<file path="src/rtl/intersection_phase_scheduler.sv">
// Highway/side-road phase sequencer with dwell timers, ped crossing and emergency preempt.
// Moore outputs decoded from state; cnt clears on every phase change and saturates otherwise.
module intersection_phase_scheduler #(
    parameter int MIN_GREEN = 8,
    parameter int MAX_GREEN = 20,
    parameter int YELLOW_T  = 3,
    parameter int ALLRED_T  = 2,
    parameter int WALK_T    = 6,
    parameter int CNT_W     = 8
) (
    input  logic       clk,
    input  logic       clr,
    input  logic       car_sensor,
    input  logic       ped_req,
    input  logic       emerg,
    output logic [1:0] highway,
    output logic [1:0] small_road,
    output logic       walk,
    output logic       ped_wait,
    output logic [2:0] phase
);

    typedef enum logic [2:0] {
        HW_GREEN  = 3'd0,
        HW_YELLOW = 3'd1,
        ALLRED_A  = 3'd2,
        PED_WALK  = 3'd3,
        SR_GREEN  = 3'd4,
        SR_YELLOW = 3'd5,
        ALLRED_B  = 3'd6,
        ILLEGAL   = 3'd7
    } state_t;

    localparam logic [1:0] RED = 2'd0;
    localparam logic [1:0] YEL = 2'd1;
    localparam logic [1:0] GRN = 2'd2;

    // Last-cycle values: a state of duration T exits when cnt equals T-1.
    localparam logic [CNT_W-1:0] MIN_END    = CNT_W'(MIN_GREEN - 1);
    localparam logic [CNT_W-1:0] MAX_END    = CNT_W'(MAX_GREEN - 1);
    localparam logic [CNT_W-1:0] YELLOW_END = CNT_W'(YELLOW_T - 1);
    localparam logic [CNT_W-1:0] ALLRED_END = CNT_W'(ALLRED_T - 1);
    localparam logic [CNT_W-1:0] WALK_END   = CNT_W'(WALK_T - 1);
    localparam logic [CNT_W-1:0] CNT_ONE    = CNT_W'(1);

    state_t            state;
    state_t            state_nxt;
    logic [CNT_W-1:0]  cnt;

    always_ff @(posedge clk) begin
        if (clr) begin
            state    <= HW_GREEN;
            cnt      <= '0;
            ped_wait <= 1'b0;
        end else begin
            state <= state_nxt;
            if (state_nxt != state) begin
                cnt <= '0;
            end else if (cnt != '1) begin
                cnt <= cnt + CNT_ONE;
            end
            // Entering the walk phase serves the request, even if the button is pressed on that edge.
            if (state_nxt == PED_WALK && state != PED_WALK) begin
                ped_wait <= 1'b0;
            end else if (ped_req) begin
                ped_wait <= 1'b1;
            end
        end
    end

    always_comb begin
        state_nxt  = state;
        highway    = RED;
        small_road = RED;
        walk       = 1'b0;
        case (state)
            HW_GREEN: begin
                highway = GRN;
                if (cnt >= MIN_END && (car_sensor || ped_wait) && !emerg) begin
                    state_nxt = HW_YELLOW;
                end
            end
            HW_YELLOW: begin
                highway = YEL;
                if (cnt == YELLOW_END) begin
                    state_nxt = ALLRED_A;
                end
            end
            ALLRED_A: begin
                if (cnt == ALLRED_END) begin
                    state_nxt = ped_wait ? PED_WALK : SR_GREEN;
                end
            end
            PED_WALK: begin
                walk = 1'b1;
                if (emerg) begin
                    state_nxt = ALLRED_B;
                end else if (cnt == WALK_END) begin
                    state_nxt = car_sensor ? SR_GREEN : ALLRED_B;
                end
            end
            SR_GREEN: begin
                small_road = GRN;
                if (emerg || (cnt >= MIN_END && !car_sensor) || cnt == MAX_END) begin
                    state_nxt = SR_YELLOW;
                end
            end
            SR_YELLOW: begin
                small_road = YEL;
                if (cnt == YELLOW_END) begin
                    state_nxt = ALLRED_B;
                end
            end
            ALLRED_B: begin
                if (cnt == ALLRED_END) begin
                    state_nxt = HW_GREEN;
                end
            end
            default: begin
                // Unreachable encoding: hold both heads red and recover through a clearance interval.
                state_nxt = ALLRED_B;
            end
        endcase
    end

    assign phase = state;

endmodule

</file>
<file path="config.mk">
export PLATFORM = sky130hd
export DESIGN_NAME = intersection_phase_scheduler
export DESIGN_NICKNAME = d
export VERILOG_FILES = /design/src/rtl/intersection_phase_scheduler.sv
export SDC_FILE = /design/constraint.sdc
export NUM_CORES = 1
export LEC_CHECK = 0
export CAP_MARGIN = 20
export CORE_MARGIN = 4
export CORE_UTILIZATION = 25
export CTS_BUF_LIST = sky130_fd_sc_hd__clkbuf_8
export CTS_CLUSTER_SIZE = 14
export DETAILED_ROUTE_END_ITERATION = 16
export PLACE_DENSITY_LB_ADDON = 0.08
export SLEW_MARGIN = 20
export SYNTH_ARGS = -nofsm -noshare
export SYNTH_HDL_FRONTEND = slang
export SYNTH_SLANG_ARGS = --single-unit
</file>
<file path="constraint.sdc">
create_clock -name clk -period 1.89 [get_ports clk]
set_input_delay 0.4725 -clock clk [delete_from_list [all_inputs] [get_ports clk]]
set_output_delay 0.4725 -clock clk [all_outputs]
set_load 0.02 [all_outputs]
</file>
==> results of run 1 <==
==> cell type report <==
class | count | area (µm²)
Fill cell | 349 | 1890
Multi-Input combinational cell | 83 | 587
Timing Repair Buffer | 32 | 270
Sequential cell | 12 | 241
Tap cell | 44 | 55.1
Clock buffer | 3 | 41.3
Inverter | 4 | 15.0
==> worst max-delay path, cell delays in order (launching register included) <==
cell	delay, ps
dfxtp_1	320
buf_4	170
clkdlybuf4s50_1	620
==> logic make-up after synthesis <==
logic type / synth area share (%)
buffers and inverters: 5.16
multiplexers: 1.21
AO/OA/AOI/OAI: 19.7
AND/OR/NAND/NOR: 39.2
adder cells (fa/ha/maj): 4.55
XOR/XNOR: 1.06
flip-flops: 29.1
==> registers in the layout, indices dropped and copies added (netlist names) <==
signal / cells
ped_wait: 1
phase: 3
cnt: 8
==> repair_timing <==
item	in CTS	in global routing
hold endpoints to repair	0	0
setup buffers	2	1
cloned	0	0
resized for setup	6	17
setup endpoints to repair	6	11
pin swaps	0	4
==> power groups by stage <==
stage	Clock, mW	Sequential, mW	Combinational (mW)
final	0.220	0.273	0.0961
after global routing	0.250	0.275	0.105
after CTS	0.233	0.272	0.0892
after detailed placement	0	0.277	0.0854
after global placement	0	0.277	0.0853
after floorplan	0	0.275	0.0433
==> final timing paths <==
kind,to,slack [ps]
min reg2reg,cnt[1],520
min,cnt[1],520
max reg2reg,cnt[5],150
max,phase[2],80
==> routing by layer <==
| layer | vias to the layer above | share of wire, % | wire length [µm] |
|---|---|---|---|
| met5 | - | 0 | 0 |
| met3 | 2 | 4.0 | 93 |
| met1 | 399 | 49 | 1130 |
| li1 | 447 | - | - |
| met2 | 17 | 46 | 1070 |
| met4 | 0 | 0.48 | 11 |
==> placed cells by master, fill, tap and decap left out, types with 2 or more instances in the layout <==
cell              n
buf_4            19
nor2_1           12
dfxtp_1          11
o21ai_0           7
nand3_1           7
nand2_1           5
clkdlybuf4s50_1   5
inv_1             4
nor3_1            4
a31oi_1           4
a21oi_1           4
dlygate4sd2_1     4
nor3b_1           3
nand2b_1          3
and3_1            3
clkbuf_8          3
dlymetal6s2s_1    3
or4_1             2
a41o_1            2
o21ai_2           2
a211oi_1          2
ha_1              2
==> per-stage QoR <==
step	hold WS, ps	setup WS, ps
floorplan	510	159
global placement	523	-257
detailed placement	537	-302
CTS	544	6.38
global route	537	24.7
finish	522	81.6
==> results.toml, run 1 <==
[global_route]
grtUsageMet2_pct = 17.2
grt_max_degree = 17
grt.busiest_layer = "met2"
grt_pass1_wl_um = 3860
overflow = 0
grt_util_met1_pct = 16.1
grt_util_all_layers_pct = 11.5
use_met3_pct = 3.93
antenna_found_initial = 0
grt_pass1_vias = 776

[layout]
n_antenna_cell = 0
syn_to_final_growth_pct = 46.7
finalNonFillerCells = 178
drive_above_1_share_pct = 28.4
finalNetCount = 144
utilization_pct = 39.0
fin_area_mm2 = 0.00121

[cts]
cts_tree = "yes"
cts_buffers = 3
cts_htree_levels = 1
clockBufferDepth = 2
path_clk_slew_ps = 50
worstSkewPairLatency_ps = 230
clkSinkCount = 12
cts-root-buf = "clkbuf_8"
ctsHoldBuffers = 0

[power_and_ir_drop]
p_leak_nw = 0.541
vdd_drop_max_v = 0.000370
p_int_mw = 0.453
p_sw_mw = 0.136
design_power_total_mw = 0.589
clockPowerShare_pct = 37.3
p_sw_share_pct = 23.1
pwr-share-seq_pct = 46.3
combPwrFrac_pct = 16.3
power_density_mw_per_mm2 = 487

[synth]
synth_top_area_share_pct = 29.1
synthCells = 105
async_reset_ff_share_pct = 0
synth_seq_cells = 12
syn_area_um2 = 825
ys.flop_type = "dfxtp_1"
synthTopCellsByArea = "dfxtp_1 29%, nor2_1 5.9%, o21ai_0 5.5%"
synth_common_cells = "13 x nor2_1, 12 x dfxtp_1, 9 x o21ai_0, 7 x nand3_1, 5 x nand2_1"
syn_area_per_cell_um2 = 7.85
seq_area_frac_synth_pct = 29.1
yosysTopAreaCell = "dfxtp_1"
synth_nets = 113
yosys_warnings = 0
synth.most_common_cell = "nor2_1"
synth.distinct_cells = 36
synth_edf_count = 0

[die]
pin_count = 14
dieWidth_um = 65.4
rows = 20
start_util_pct = 26.6
die-area_mm2 = 0.00428
core_mm2 = 0.00310
die_y_um = 65.4

[routing]
first_iter_violations = 58
routed_via_density = 4.86
wl_per_cell_um = 12.9
remaining_drc_errors = 0
final_antenna_net_count = 0
wl_um = 2300
vias = 865
firstDrtPassIters = 5

[placement]
io_buffer_count = 13
dp_cells = 172
place_area_mm2 = 0.00110
gp_congestion = 0.770
dp_hpwl_um = 1700

[critical_path]
crit_path_end_kind = "output port"
start_kind = "register"
path_max_fanout = 11
arrival_ps = 1340
startpoint = "phase[2]"
timing.rr.start = "cnt[3]"
crit_required_ps = 1420
worstSetupPathType = "reg -> out"
reg2reg_depth = 6

[timing]
skew_ps = 3.10
rsz0062_at_grt = "false"
fin_setup_tns_ps = 0
fin_crit_sh_pct = 95.7
relSlewSlack_pct = 75.3
period_minus_slack_ps = 1810
finalHoldViolations = 0
max_freq_mhz = 553
worstMarginPinSlew_ps = 371
drv_slew = 0
setup_viol = 0

[status]
status = "complete, no violations"

[hold_path]
hold_path.class = "reg -> reg"
min_from = "cnt[1]"
worstHoldPathCells = 2

[run]
drv_cap = 0
No activity file was read; power rests on OpenSTA's default activity.
==> run 2: changes to the inputs <==
--- a/config.mk
+++ b/config.mk
@@ -5,6 +5,7 @@
 export SDC_FILE = /design/constraint.sdc
 export NUM_CORES = 1
 export LEC_CHECK = 0
+export ABC_CLOCK_PERIOD_IN_PS = 1890
 export CAP_MARGIN = 20
 export CORE_MARGIN = 4
 export CORE_UTILIZATION = 25
==> results of run 2 <==
The final DEF is identical to that of run 1; final timing and power are the same.
